File: config.mk
export PLATFORM = sky130hd
export DESIGN_NAME = wb_fifo_uart_tx_flat
export DESIGN_NICKNAME = d
export VERILOG_FILES = /design/src/rtl/wb_fifo_uart_tx_pkg.sv /design/src/rtl/wb_fifo_uart_tx_if.sv /design/src/rtl/wb_fifo_uart_tx_baud_tick.sv /design/src/rtl/wb_fifo_uart_tx.sv /design/src/flat_wrapper.sv
export SDC_FILE = /design/constraint.sdc
export NUM_CORES = 1
export LEC_CHECK = 0
export ABC_AREA = 1
export CORE_UTILIZATION = 55
export DETAILED_ROUTE_END_ITERATION = 6
export PLACE_DENSITY = 0.86
export SLEW_MARGIN = 20
export SYNTH_ARGS = -nofsm -noshare
export SYNTH_HDL_FRONTEND = slang
export SYNTH_HIERARCHICAL = 1
export SYNTH_SLANG_ARGS = --single-unit
File: constraint.sdc
create_clock -name i_clk -period 2.6 [get_ports i_clk]
set_clock_uncertainty 0.1 [all_clocks]
set_input_delay 0.52 -clock i_clk [delete_from_list [all_inputs] [get_ports i_clk]]
set_output_delay 0.52 -clock i_clk [all_outputs]
set_load 0.02 [all_outputs]
File: src/rtl/wb_fifo_uart_tx_pkg.sv
// Shared types and constants for the Wishbone-FIFO UART transmitter
// and its companion blocks (baud tick, future RX side).
package wb_uart_pkg;

    typedef enum logic [2:0] {
        IDLE   = 3'd0,
        REQ    = 3'd1,
        WAIT   = 3'd2,
        START  = 3'd3,
        DATA   = 3'd4,
        PARITY = 3'd5,
        STOP   = 3'd6
    } uart_tx_state_t;

    localparam logic LINE_IDLE = 1'b1;
    localparam logic START_BIT = 1'b0;
    localparam logic STOP_BIT  = 1'b1;

    // Counter width able to hold 0..n-1, never narrower than one bit.
    function automatic int cnt_w(input int n);
        return (n > 1) ? $clog2(n) : 1;
    endfunction

endpackage

File: src/rtl/wb_fifo_uart_tx_if.sv
// Wishbone FIFO pop bus plus the FIFO empty flag. The UART TX block is
// the master (initiator); the FIFO side is the slave (responder).
interface wb_fifo_uart_tx_if #(
    parameter int DW = 8
);
    logic          wb_pop_stb;
    logic          wb_pop_cyc;
    logic [DW-1:0] wb_pop_data;
    logic          wb_pop_ack;
    logic          wb_pop_stall;
    logic          fifo_empty;

    modport master (
        output wb_pop_stb,
        output wb_pop_cyc,
        input  wb_pop_data,
        input  wb_pop_ack,
        input  wb_pop_stall,
        input  fifo_empty
    );

    modport slave (
        input  wb_pop_stb,
        input  wb_pop_cyc,
        output wb_pop_data,
        output wb_pop_ack,
        output wb_pop_stall,
        output fifo_empty
    );
endinterface

File: src/rtl/wb_fifo_uart_tx_baud_tick.sv
// Bit-period timer: counts CLKS_PER_BIT cycles while enabled and flags
// the last cycle of each bit. Shared with the UART RX side.
module uart_baud_tick
    import wb_uart_pkg::*;
#(
    parameter int CLKS_PER_BIT = 16
) (
    input  logic i_clk,
    input  logic i_reset_n,
    input  logic i_clear,
    input  logic i_enable,
    output logic o_bit_done
);
    localparam int CW = cnt_w(CLKS_PER_BIT);
    localparam logic [CW-1:0] TERM = CW'(CLKS_PER_BIT - 1);

    logic [CW-1:0] cnt_q, cnt_d;

    assign o_bit_done = i_enable && (cnt_q == TERM);

    // Next count: clear wins, otherwise count up and wrap at the bit boundary.
    always_comb begin
        cnt_d = cnt_q;
        if (i_clear) begin
            cnt_d = '0;
        end else if (i_enable) begin
            cnt_d = (cnt_q == TERM) ? '0 : cnt_q + 1'b1;
        end
    end

    // Counter register.
    always_ff @(posedge i_clk or negedge i_reset_n) begin
        if (!i_reset_n) begin
            cnt_q <= '0;
        end else begin
            cnt_q <= cnt_d;
        end
    end
endmodule

File: src/rtl/wb_fifo_uart_tx.sv
// Pops one word at a time from the Wishbone FIFO and sends it on o_tx
// as an 8N1 frame (LSB first). Build option WB_FIFO_UART_TX_PARITY_EN
// adds an even-parity bit before the stop bit (8E1).
module wb_fifo_uart_tx
    import wb_uart_pkg::*;
#(
    parameter int DW           = 8,
    parameter int CLKS_PER_BIT = 16,
    parameter int ACK_TIMEOUT  = 4
) (
    input  logic              i_clk,
    input  logic              i_reset_n,
    wb_fifo_uart_tx_if.master pop,
    output logic              o_tx,
    output logic              o_busy,
    output logic              o_timeout
);
    localparam int BW = cnt_w(DW);
    localparam logic [BW-1:0] LAST_BIT = BW'(DW - 1);
    // cyc is held ACK_TIMEOUT cycles counting the strobe cycle; the ack
    // slot right after the strobe always exists.
    localparam int WAIT_CYCLES = (ACK_TIMEOUT > 1) ? ACK_TIMEOUT - 1 : 1;
    localparam logic [3:0] WAIT_LAST = 4'(WAIT_CYCLES - 1);

    uart_tx_state_t state_q, state_d;
    logic          stb_q, stb_d;
    logic          cyc_q, cyc_d;
    logic          tx_q, tx_d;
    logic          busy_q, busy_d;
    logic          timeout_q, timeout_d;
    logic [DW-1:0] shift_q, shift_d;
    logic [BW-1:0] bit_cnt_q, bit_cnt_d;
    logic [3:0]    wait_cnt_q, wait_cnt_d;
`ifdef WB_FIFO_UART_TX_PARITY_EN
    logic          parity_q, parity_d;
`endif
    logic          baud_en;
    logic          bit_done;

    assign baud_en = (state_q == START) || (state_q == DATA) ||
                     (state_q == PARITY) || (state_q == STOP);

    uart_baud_tick #(
        .CLKS_PER_BIT(CLKS_PER_BIT)
    ) u_baud (
        .i_clk      (i_clk),
        .i_reset_n  (i_reset_n),
        .i_clear    (!baud_en),
        .i_enable   (baud_en),
        .o_bit_done (bit_done)
    );

    assign pop.wb_pop_stb = stb_q;
    assign pop.wb_pop_cyc = cyc_q;
    assign o_tx           = tx_q;
    assign o_busy         = busy_q;
    assign o_timeout      = timeout_q;

    // Next-state and next-output logic for the pop / serialise sequence.
    always_comb begin
        state_d    = state_q;
        stb_d      = 1'b0;
        cyc_d      = cyc_q;
        tx_d       = tx_q;
        timeout_d  = 1'b0;
        shift_d    = shift_q;
        bit_cnt_d  = bit_cnt_q;
        wait_cnt_d = wait_cnt_q;
`ifdef WB_FIFO_UART_TX_PARITY_EN
        parity_d   = parity_q;
`endif
        case (state_q)
            IDLE: begin
                tx_d  = LINE_IDLE;
                cyc_d = 1'b0;
                if (!pop.fifo_empty && !pop.wb_pop_stall) begin
                    state_d = REQ;
                    stb_d   = 1'b1;
                    cyc_d   = 1'b1;
                end
            end
            REQ: begin
                state_d    = WAIT;
                cyc_d      = 1'b1;
                wait_cnt_d = '0;
            end
            WAIT: begin
                if (pop.wb_pop_ack) begin
                    shift_d   = pop.wb_pop_data;
`ifdef WB_FIFO_UART_TX_PARITY_EN
                    parity_d  = ^pop.wb_pop_data;
`endif
                    cyc_d     = 1'b0;
                    bit_cnt_d = '0;
                    tx_d      = START_BIT;
                    state_d   = START;
                end else if (wait_cnt_q == WAIT_LAST) begin
                    timeout_d = 1'b1;
                    cyc_d     = 1'b0;
                    state_d   = IDLE;
                end else begin
                    wait_cnt_d = wait_cnt_q + 1'b1;
                end
            end
            START: begin
                if (bit_done) begin
                    tx_d    = shift_q[0];
                    shift_d = shift_q >> 1;
                    state_d = DATA;
                end
            end
            DATA: begin
                if (bit_done) begin
                    if (bit_cnt_q == LAST_BIT) begin
`ifdef WB_FIFO_UART_TX_PARITY_EN
                        tx_d    = parity_q;
                        state_d = PARITY;
`else
                        tx_d    = STOP_BIT;
                        state_d = STOP;
`endif
                    end else begin
                        bit_cnt_d = bit_cnt_q + 1'b1;
                        tx_d      = shift_q[0];
                        shift_d   = shift_q >> 1;
                    end
                end
            end
`ifdef WB_FIFO_UART_TX_PARITY_EN
            PARITY: begin
                if (bit_done) begin
                    tx_d    = STOP_BIT;
                    state_d = STOP;
                end
            end
`endif
            STOP: begin
                if (bit_done) begin
                    tx_d    = LINE_IDLE;
                    state_d = IDLE;
                end
            end
            default: begin
                tx_d    = LINE_IDLE;
                cyc_d   = 1'b0;
                state_d = IDLE;
            end
        endcase
        busy_d = (state_d != IDLE);
    end

    // State and registered outputs; reset forces the line idle immediately.
    always_ff @(posedge i_clk or negedge i_reset_n) begin
        if (!i_reset_n) begin
            state_q    <= IDLE;
            stb_q      <= 1'b0;
            cyc_q      <= 1'b0;
            tx_q       <= LINE_IDLE;
            busy_q     <= 1'b0;
            timeout_q  <= 1'b0;
            shift_q    <= '0;
            bit_cnt_q  <= '0;
            wait_cnt_q <= '0;
`ifdef WB_FIFO_UART_TX_PARITY_EN
            parity_q   <= 1'b0;
`endif
        end else begin
            state_q    <= state_d;
            stb_q      <= stb_d;
            cyc_q      <= cyc_d;
            tx_q       <= tx_d;
            busy_q     <= busy_d;
            timeout_q  <= timeout_d;
            shift_q    <= shift_d;
            bit_cnt_q  <= bit_cnt_d;
            wait_cnt_q <= wait_cnt_d;
`ifdef WB_FIFO_UART_TX_PARITY_EN
            parity_q   <= parity_d;
`endif
        end
    end
endmodule

File: src/flat_wrapper.sv
// flat-port wrapper written by rule: the top's interface ports become plain ports
module wb_fifo_uart_tx_flat import wb_uart_pkg::*;
#(
    parameter int DW           = 8,
    parameter int CLKS_PER_BIT = 16,
    parameter int ACK_TIMEOUT  = 4
)
  (i_clk, i_reset_n, o_tx, o_busy, o_timeout, pop_wb_pop_stb, pop_wb_pop_cyc, pop_wb_pop_data, pop_wb_pop_ack, pop_wb_pop_stall, pop_fifo_empty);
  wb_fifo_uart_tx_if #(.DW(DW)) pop_i ();
  input  logic i_clk;
  input  logic i_reset_n;
  output logic o_tx;
  output logic o_busy;
  output logic o_timeout;
  output wire logic [$bits(pop_i.wb_pop_stb)-1:0] pop_wb_pop_stb;
  output wire logic [$bits(pop_i.wb_pop_cyc)-1:0] pop_wb_pop_cyc;
  input wire logic [$bits(pop_i.wb_pop_data)-1:0] pop_wb_pop_data;
  input wire logic [$bits(pop_i.wb_pop_ack)-1:0] pop_wb_pop_ack;
  input wire logic [$bits(pop_i.wb_pop_stall)-1:0] pop_wb_pop_stall;
  input wire logic [$bits(pop_i.fifo_empty)-1:0] pop_fifo_empty;
  assign pop_wb_pop_stb = pop_i.wb_pop_stb;
  assign pop_wb_pop_cyc = pop_i.wb_pop_cyc;
  assign pop_i.wb_pop_data = pop_wb_pop_data;
  assign pop_i.wb_pop_ack = pop_wb_pop_ack;
  assign pop_i.wb_pop_stall = pop_wb_pop_stall;
  assign pop_i.fifo_empty = pop_fifo_empty;
  wb_fifo_uart_tx #(.DW(DW), .CLKS_PER_BIT(CLKS_PER_BIT), .ACK_TIMEOUT(ACK_TIMEOUT)) u_core (.i_clk(i_clk), .i_reset_n(i_reset_n), .pop(pop_i), .o_tx(o_tx), .o_busy(o_busy), .o_timeout(o_timeout));
endmodule
Word level (Yosys, flattened, before mapping)
Index checks and enable logic that the tools add are counted.
{ "totals": {"regBits": 27, "input_bits": 13, "word_cells": 86} }
{ "classes": {"addsub": 3, "eq_ne": 17, "mux": 36, "n_bitwise": 2, "reduce_logical": 18} }
{ "ops": {"columns": ["cell", "n"], "rows": [
  ["2-to-1 mux 8 bit", 4],
  ["2-to-1 mux 3 bit", 10],
  ["one-hot mux 8 bit (3 select lines)", 1],
  ["one-hot mux 3 bit (6 select lines)", 1],
  ["2-to-1 mux 4 bit", 4],
  ["equality test 3 bit, second input constant", 4],
  ["2-to-1 mux 1 bit", 12],
  ["AND reduction 5 bit", 2],
  ["adder 4 x 1 -> 4 bit, second input constant", 2],
  ["inequality test 2 bit, second input constant", 4],
  ["one-hot mux 4 bit (2 select lines)", 1],
  ["equality test 3 x 2 -> 1 bit, second input constant", 2],
  ["inequality test 2 x 1 -> 1 bit, second input constant", 3],
  ["one-hot mux 3 bit (2 select lines)", 1],
  ["nonzero test 3 bit", 2],
  ["one-hot mux 1 bit (5 select lines)", 1],
  ["equality test 4 x 2 -> 1 bit, second input constant", 1],
  ["equality test 4 bit, second input constant", 1],
  ["one-hot mux 1 bit (4 select lines)", 1],
  ["AND reduction 4 bit", 1],
  ["nonzero test 2 bit", 2],
  ["adder 3 x 1 -> 3 bit, second input constant", 1],
  ["equality test 3 x 1 -> 1 bit, second input constant", 1],
  ["logical NOT 3 bit", 1],
  ["other kinds (8)", 13]
]} }

Depth between registers and ports, before layout
{ "logic_depth": {"ltp_word": 8, "ltp_mapped": 17, "depth_no_buf": 16} }

Cells and area by module
The synthesis kept the hierarchy.
{ "by_module_without_submodules": {"columns": ["module", "n_inst", "cells_each", "area_each_um2", "seq_area_each_um2"], "rows": [
  ["wb_fifo_uart_tx", 1, 173, 1315.0, 576.8],
  ["uart_baud_tick", 1, 26, 224.0, 100.1]
]} }

Worst setup path after synthesis
Ideal clock, no wire load.
{ "synth_timing": {"kind": "flip-flop to flip-flop", "start": "reg u_core.state_q[1]", "end": "reg u_core.shift_q[7]", "setup_time_ns": 0.123, "t_arrival_ns": 2.007, "t_required_ns": 2.377, "slack_ns": 0.370, "stages_incl_launch_ff": 16, "path_buffers": 1, "period_less_slack_ns": 2.230, "path_cell_list": "dfrtp_1 buf_6 nand3_1 nand2_4 inv_2 nand2_1 nor2_1 inv_1 inv_2 nor2_1 inv_1 nand3_1 nand3_4 nor2_8 nand2_1 nand2_1"} }
{ "synth_via": {"elab_chain_len": 7} }
{ "synth_lines": {"columns": ["element", "line_no", "rtl"], "rows": [
  ["start: declaration", "wb_fifo_uart_tx.sv:25", "uart_tx_state_t state_q, state_d;"],
  ["start signal: assignment", "wb_fifo_uart_tx.sv:168", "state_q <= state_d;"],
  ["equality test 3 x 2 -> 1 bit / equality test 3 bit (equally long branches)", "wb_fifo_uart_tx.sv:40", "assign baud_en = (state_q == START) || (state_q == DATA) ||"],
  ["logical OR 1 bit (2 in a row)", "wb_fifo_uart_tx.sv:40", null],
  ["logical OR 1 bit *", "wb_fifo_uart_tx.sv:41", "(state_q == PARITY) || (state_q == STOP);"],
  ["net u_core.baud_en", "wb_fifo_uart_tx.sv:37", "logic baud_en;"],
  ["logical AND 1 bit *", "wb_fifo_uart_tx_baud_tick.sv:19", "assign o_bit_done = i_enable && (cnt_q == TERM);"],
  ["net u_core.bit_done", "wb_fifo_uart_tx.sv:38", "logic bit_done;"],
  ["inequality test 2 x 1 -> 1 bit (no source line)", null, null],
  ["AND reduction 5 bit (no source line) *", null, null],
  ["end signal: assignment", "wb_fifo_uart_tx.sv:174", "shift_q <= shift_d;"],
  ["end: declaration", "wb_fifo_uart_tx.sv:31", "logic [DW-1:0] shift_q, shift_d;"]
]} }
The timed path passes the listed nets; every way through them passes the cells marked *.
A chain may end at the register's enable or synchronous reset.

Final worst setup path
{ "layout_timing": {"start": "reg u_core.state_q[2]", "end": "reg u_core.shift_q[7]"} }
Same word-level chain as after synthesis.

==> run_results.csv <==
group,metric,value,unit
run_status,status,"complete, no violations",
sta,tightestPinTransition,0.340,ns
floorplanning,ios,18,
route,num_vias,1378,
sta,hold_viol_final,0,
floorplanning,die_h,54.9,um
worst_setup_path,rrSetupSlack,0.16,ns
route,drt_iter0_markers,47,
worst_setup_path,worstReg2RegStart,"u_core/state_q[2]$_DFF_PN0_",
logic_synthesis,syn_inst,199,
global_route,grt_max_degree,28,
worst_setup_path,crit_top_cell,"nand2_1",
logic_synthesis,ys_warn_count,6,
route,drt-pass1-iter-count,4,
clock_network,numCtsBuffers,3,
worst_setup_path,setup.worst_path.start,"u_core/state_q[2]$_DFF_PN0_",
place,portBuffers,17,
floorplanning,die_area,3010,um^2
floorplanning,core_area,2570,um^2
logic_synthesis,synth_edf_count,0,
power_and_ir_drop,total_power,636,uW
worst_setup_path,start_kind,"flip-flop",
floorplanning,initial_core_util,0.599,
logic_synthesis,yosys_register_bits,27,
worst_setup_path,crit_chain,"inv_2, nand3_1, nand2_4, inv_2, nand2_1, nor2_1, inv_1, inv_2, nor2_1, inv_1, nand2_1, nand3_4, nor2_8, nand2_1, nand2_1",
place,dpl.hpwl,2380,um
logic_synthesis,synth_flop_cell,"dfrtp_1",
logic_synthesis,synthArstFlopShare,1.00,
final_layout,drive_gt1_frac,0.130,
logic_synthesis,yosysMostFrequentCell,"nand2_1",
clock_network,cts_tree,"done",
final_layout,syn_to_final_growth,17.1,%
route,drtAntennaViolNets,0,
route,viasPerCell,5.45,
floorplanning,die_w,54.9,um
sta,slew_headroom,0.774,
sta,worst_slack,0.160,ns
worst_setup_path,worst-setup-path-type,"flip-flop to flip-flop",
logic_synthesis,synthTopCellsByCount,"nand2_1, dfrtp_1, nor2_1, nand3_1, inv_1",
clock_network,clockBufferDepth,2,
sta,timing.final.crit_share,0.939,
place,gp_routability_congestion,0.849,
job,drv_cap,0,
logic_synthesis,syn_nets,217,
worst_setup_path,path_delay_family,"simple AND/OR/NAND/NOR gates",
sta,period_minus_slack,2.44,ns
power_and_ir_drop,p_per_area,353,nW/um^2
worst_setup_path,endpoint,"u_core/shift_q[7]$_DFFE_PN0P_",
clock_network,htreeDepth,1,
worst_setup_path,worstRegToRegCells,15,
final_layout,fin_area,1800,um^2
logic_synthesis,yosys.cell_types.count,25,
sta,finalSetupViolCount,0,
final_layout,nets,242,
clock_network,ctsHoldBuffers,0,
power_and_ir_drop,p_leak,0.000945,uW
global_route,grt.overflow.total,0,
clock_network,clk_latency,0.34,ns
route,drt_wl_total,3220,um
worst_setup_path,crit_path_max_fanout,10,
logic_synthesis,synth_top_cell_area_share,0.423,
global_route,grt_usage,0.236,
sta,max_freq,410,MHz
place,pre_cts_slack,0.156,ns
logic_synthesis,synth_area,1540,um^2
worst_setup_path,required,2.78,ns
global_route,antenna_found_initial,0,
worst_setup_path,crit_buf_inv,5,
clock_network,clock-sinks,27,
route,avgRoutedWirePerCell,12.7,um
worst_setup_path,end_kind,"flip-flop",
final_layout,diodes,0,
worst_setup_path,cp.depth,15,
sta,tns,0,ns
clock_network,cts.clk_slew.worst_paths,0.14,ns
power_and_ir_drop,peakVddDrop,0.000337,V
floorplanning,placementRows,18,
logic_synthesis,netlist.top_cell.by_area,"dfrtp_1",
worst_setup_path,slowest_delay,0.47,ns
worst_setup_path,reg2reg_to,"u_core/shift_q[7]$_DFFE_PN0P_",
place,placed_cell_area,1750,um^2
worst_setup_path,crit_slowest_cell,"dfrtp_2",
global_route,grt_first_pass_wirelength,5040,um
clock_network,ctsRootBufferMaster,"clkbuf_4",
worst_setup_path,critPathArrivalTime,2.62,ns
logic_synthesis,synth_seq_area_share,0.440,
logic_synthesis,avgSynthCellArea,7.73,um^2
sta,maxSlewViolCount,0,
final_layout,final_core_util,0.702,
hold_path,hp-class,"flip-flop to flip-flop",
route,drcViolationCount,0,
logic_synthesis,yosys-top-cells-area,"dfrtp_1, nand2_1, nand3_1",
global_route,grt_pass1_vias,1261,
==> worst min-delay path by stage <==
stage,startpoint,end,slack (ns),cells after the start
global route,u_core/bit_cnt_q[2]$_DFFE_PN0P_,u_core/bit_cnt_q[2]$_DFFE_PN0P_,0.42,2
detailed placement,u_core/o_tx$_DFFE_PN1P_,u_core/o_tx$_DFFE_PN1P_,0.37,2
floorplan,i_reset_n,u_core/bit_cnt_q[0]$_DFFE_PN0P_,0.12,0
global placement,u_core/bit_cnt_q[2]$_DFFE_PN0P_,u_core/bit_cnt_q[2]$_DFFE_PN0P_,0.36,2
CTS,u_core/o_tx$_DFFE_PN1P_,u_core/o_tx$_DFFE_PN1P_,0.39,2
finish,u_core/o_tx$_DFFE_PN1P_,u_core/o_tx$_DFFE_PN1P_,0.39,2
==> worst reg2reg max path, delay by kind of cell, from the launching register on <==
kind	cells	cell delay [ns]
flip-flops	1	0.47
buffers and inverters	5	0.50
AND/OR/NAND/NOR	10	1.33
==> cell families (layout without fill, tap and decap cells) <==
group                    after synthesis  in the layout  share of synthesized area
buffers and inverters                 21             45                     0.0610
XOR/XNOR                               2              2                     0.0114
adder cells (fa/ha/maj)                5              5                     0.0407
AND/OR/NAND/NOR                      127            127                      0.385
AO/OA/AOI/OAI                         17             17                     0.0626
flip-flops                            27             27                      0.440
==> cell usage in the layout (no fill, tap or decap), types with 4 or more instances in the layout <==
cell type and instances:
buf_4 5, clkdlybuf4s50_1 17, dfrtp_1 24, ha_1 5
inv_1 15, inv_2 4, nand2_1 74, nand3_1 17
nand4_1 4, nor2_1 19, o21ai_0 9
==> sequential cells by signal, indices dropped and copies added (netlist names) <==
name / count
u_core/u_baud/cnt_q: 4
u_core/o_tx: 1
u_core/wait_cnt_q: 4
u_core/o_busy: 1
u_core/state_q: 3
u_core/pop.wb_pop_cyc: 1
u_core/pop.wb_pop_stb: 1
u_core/bit_cnt_q: 3
u_core/o_timeout: 1
u_core/shift_q: 8
==> metal layers <==
metal  part of all wire  GRT usage  vias to the layer above
met2               0.49      0.398                       41
met3              0.044     0.0383                        9
li1                   -          -                      688
met1               0.44      0.279                      640
met4              0.025      0.146                        0
met5                  0          0                        -
==> cell type report <==
class                      instances  area, um^2
multi-input combinational        151         778
fill                             196         766
sequential                        27         679
timing repair buffer              22         208
inverter                          19        71.3
tap                               30        37.5
clock buffer                       3        22.5
clock inverter                     1        5.00
==> report_power, final <==
part / switching (uW) / leakage (uW) / internal [uW] / total [uW]
sequential: 0 / 0.000347 / 420 / 420
combinational: 12.7 / 0.000580 / 17.4 / 30.0
clock: 128 / 0.0000177 / 58.0 / 186
total: 140 / 0.000945 / 495 / 636
==> through the flow <==
| step | hold WS (ns) | std cells |
|---|---|---|
| finish | 0.388 | 253 |
| global route | 0.418 | 253 |
| CTS | 0.389 | 251 |
| detailed placement | 0.371 | 247 |
| global placement | 0.364 | 247 |
| floorplan | 0.124 | 199 |
==> what timing repair did <==
action                                  CTS  global route
endpoints found under the setup margin    0            13
resized for setup                         0             5
setup buffers                             0             2
Power figures use the tool's default switching activity.
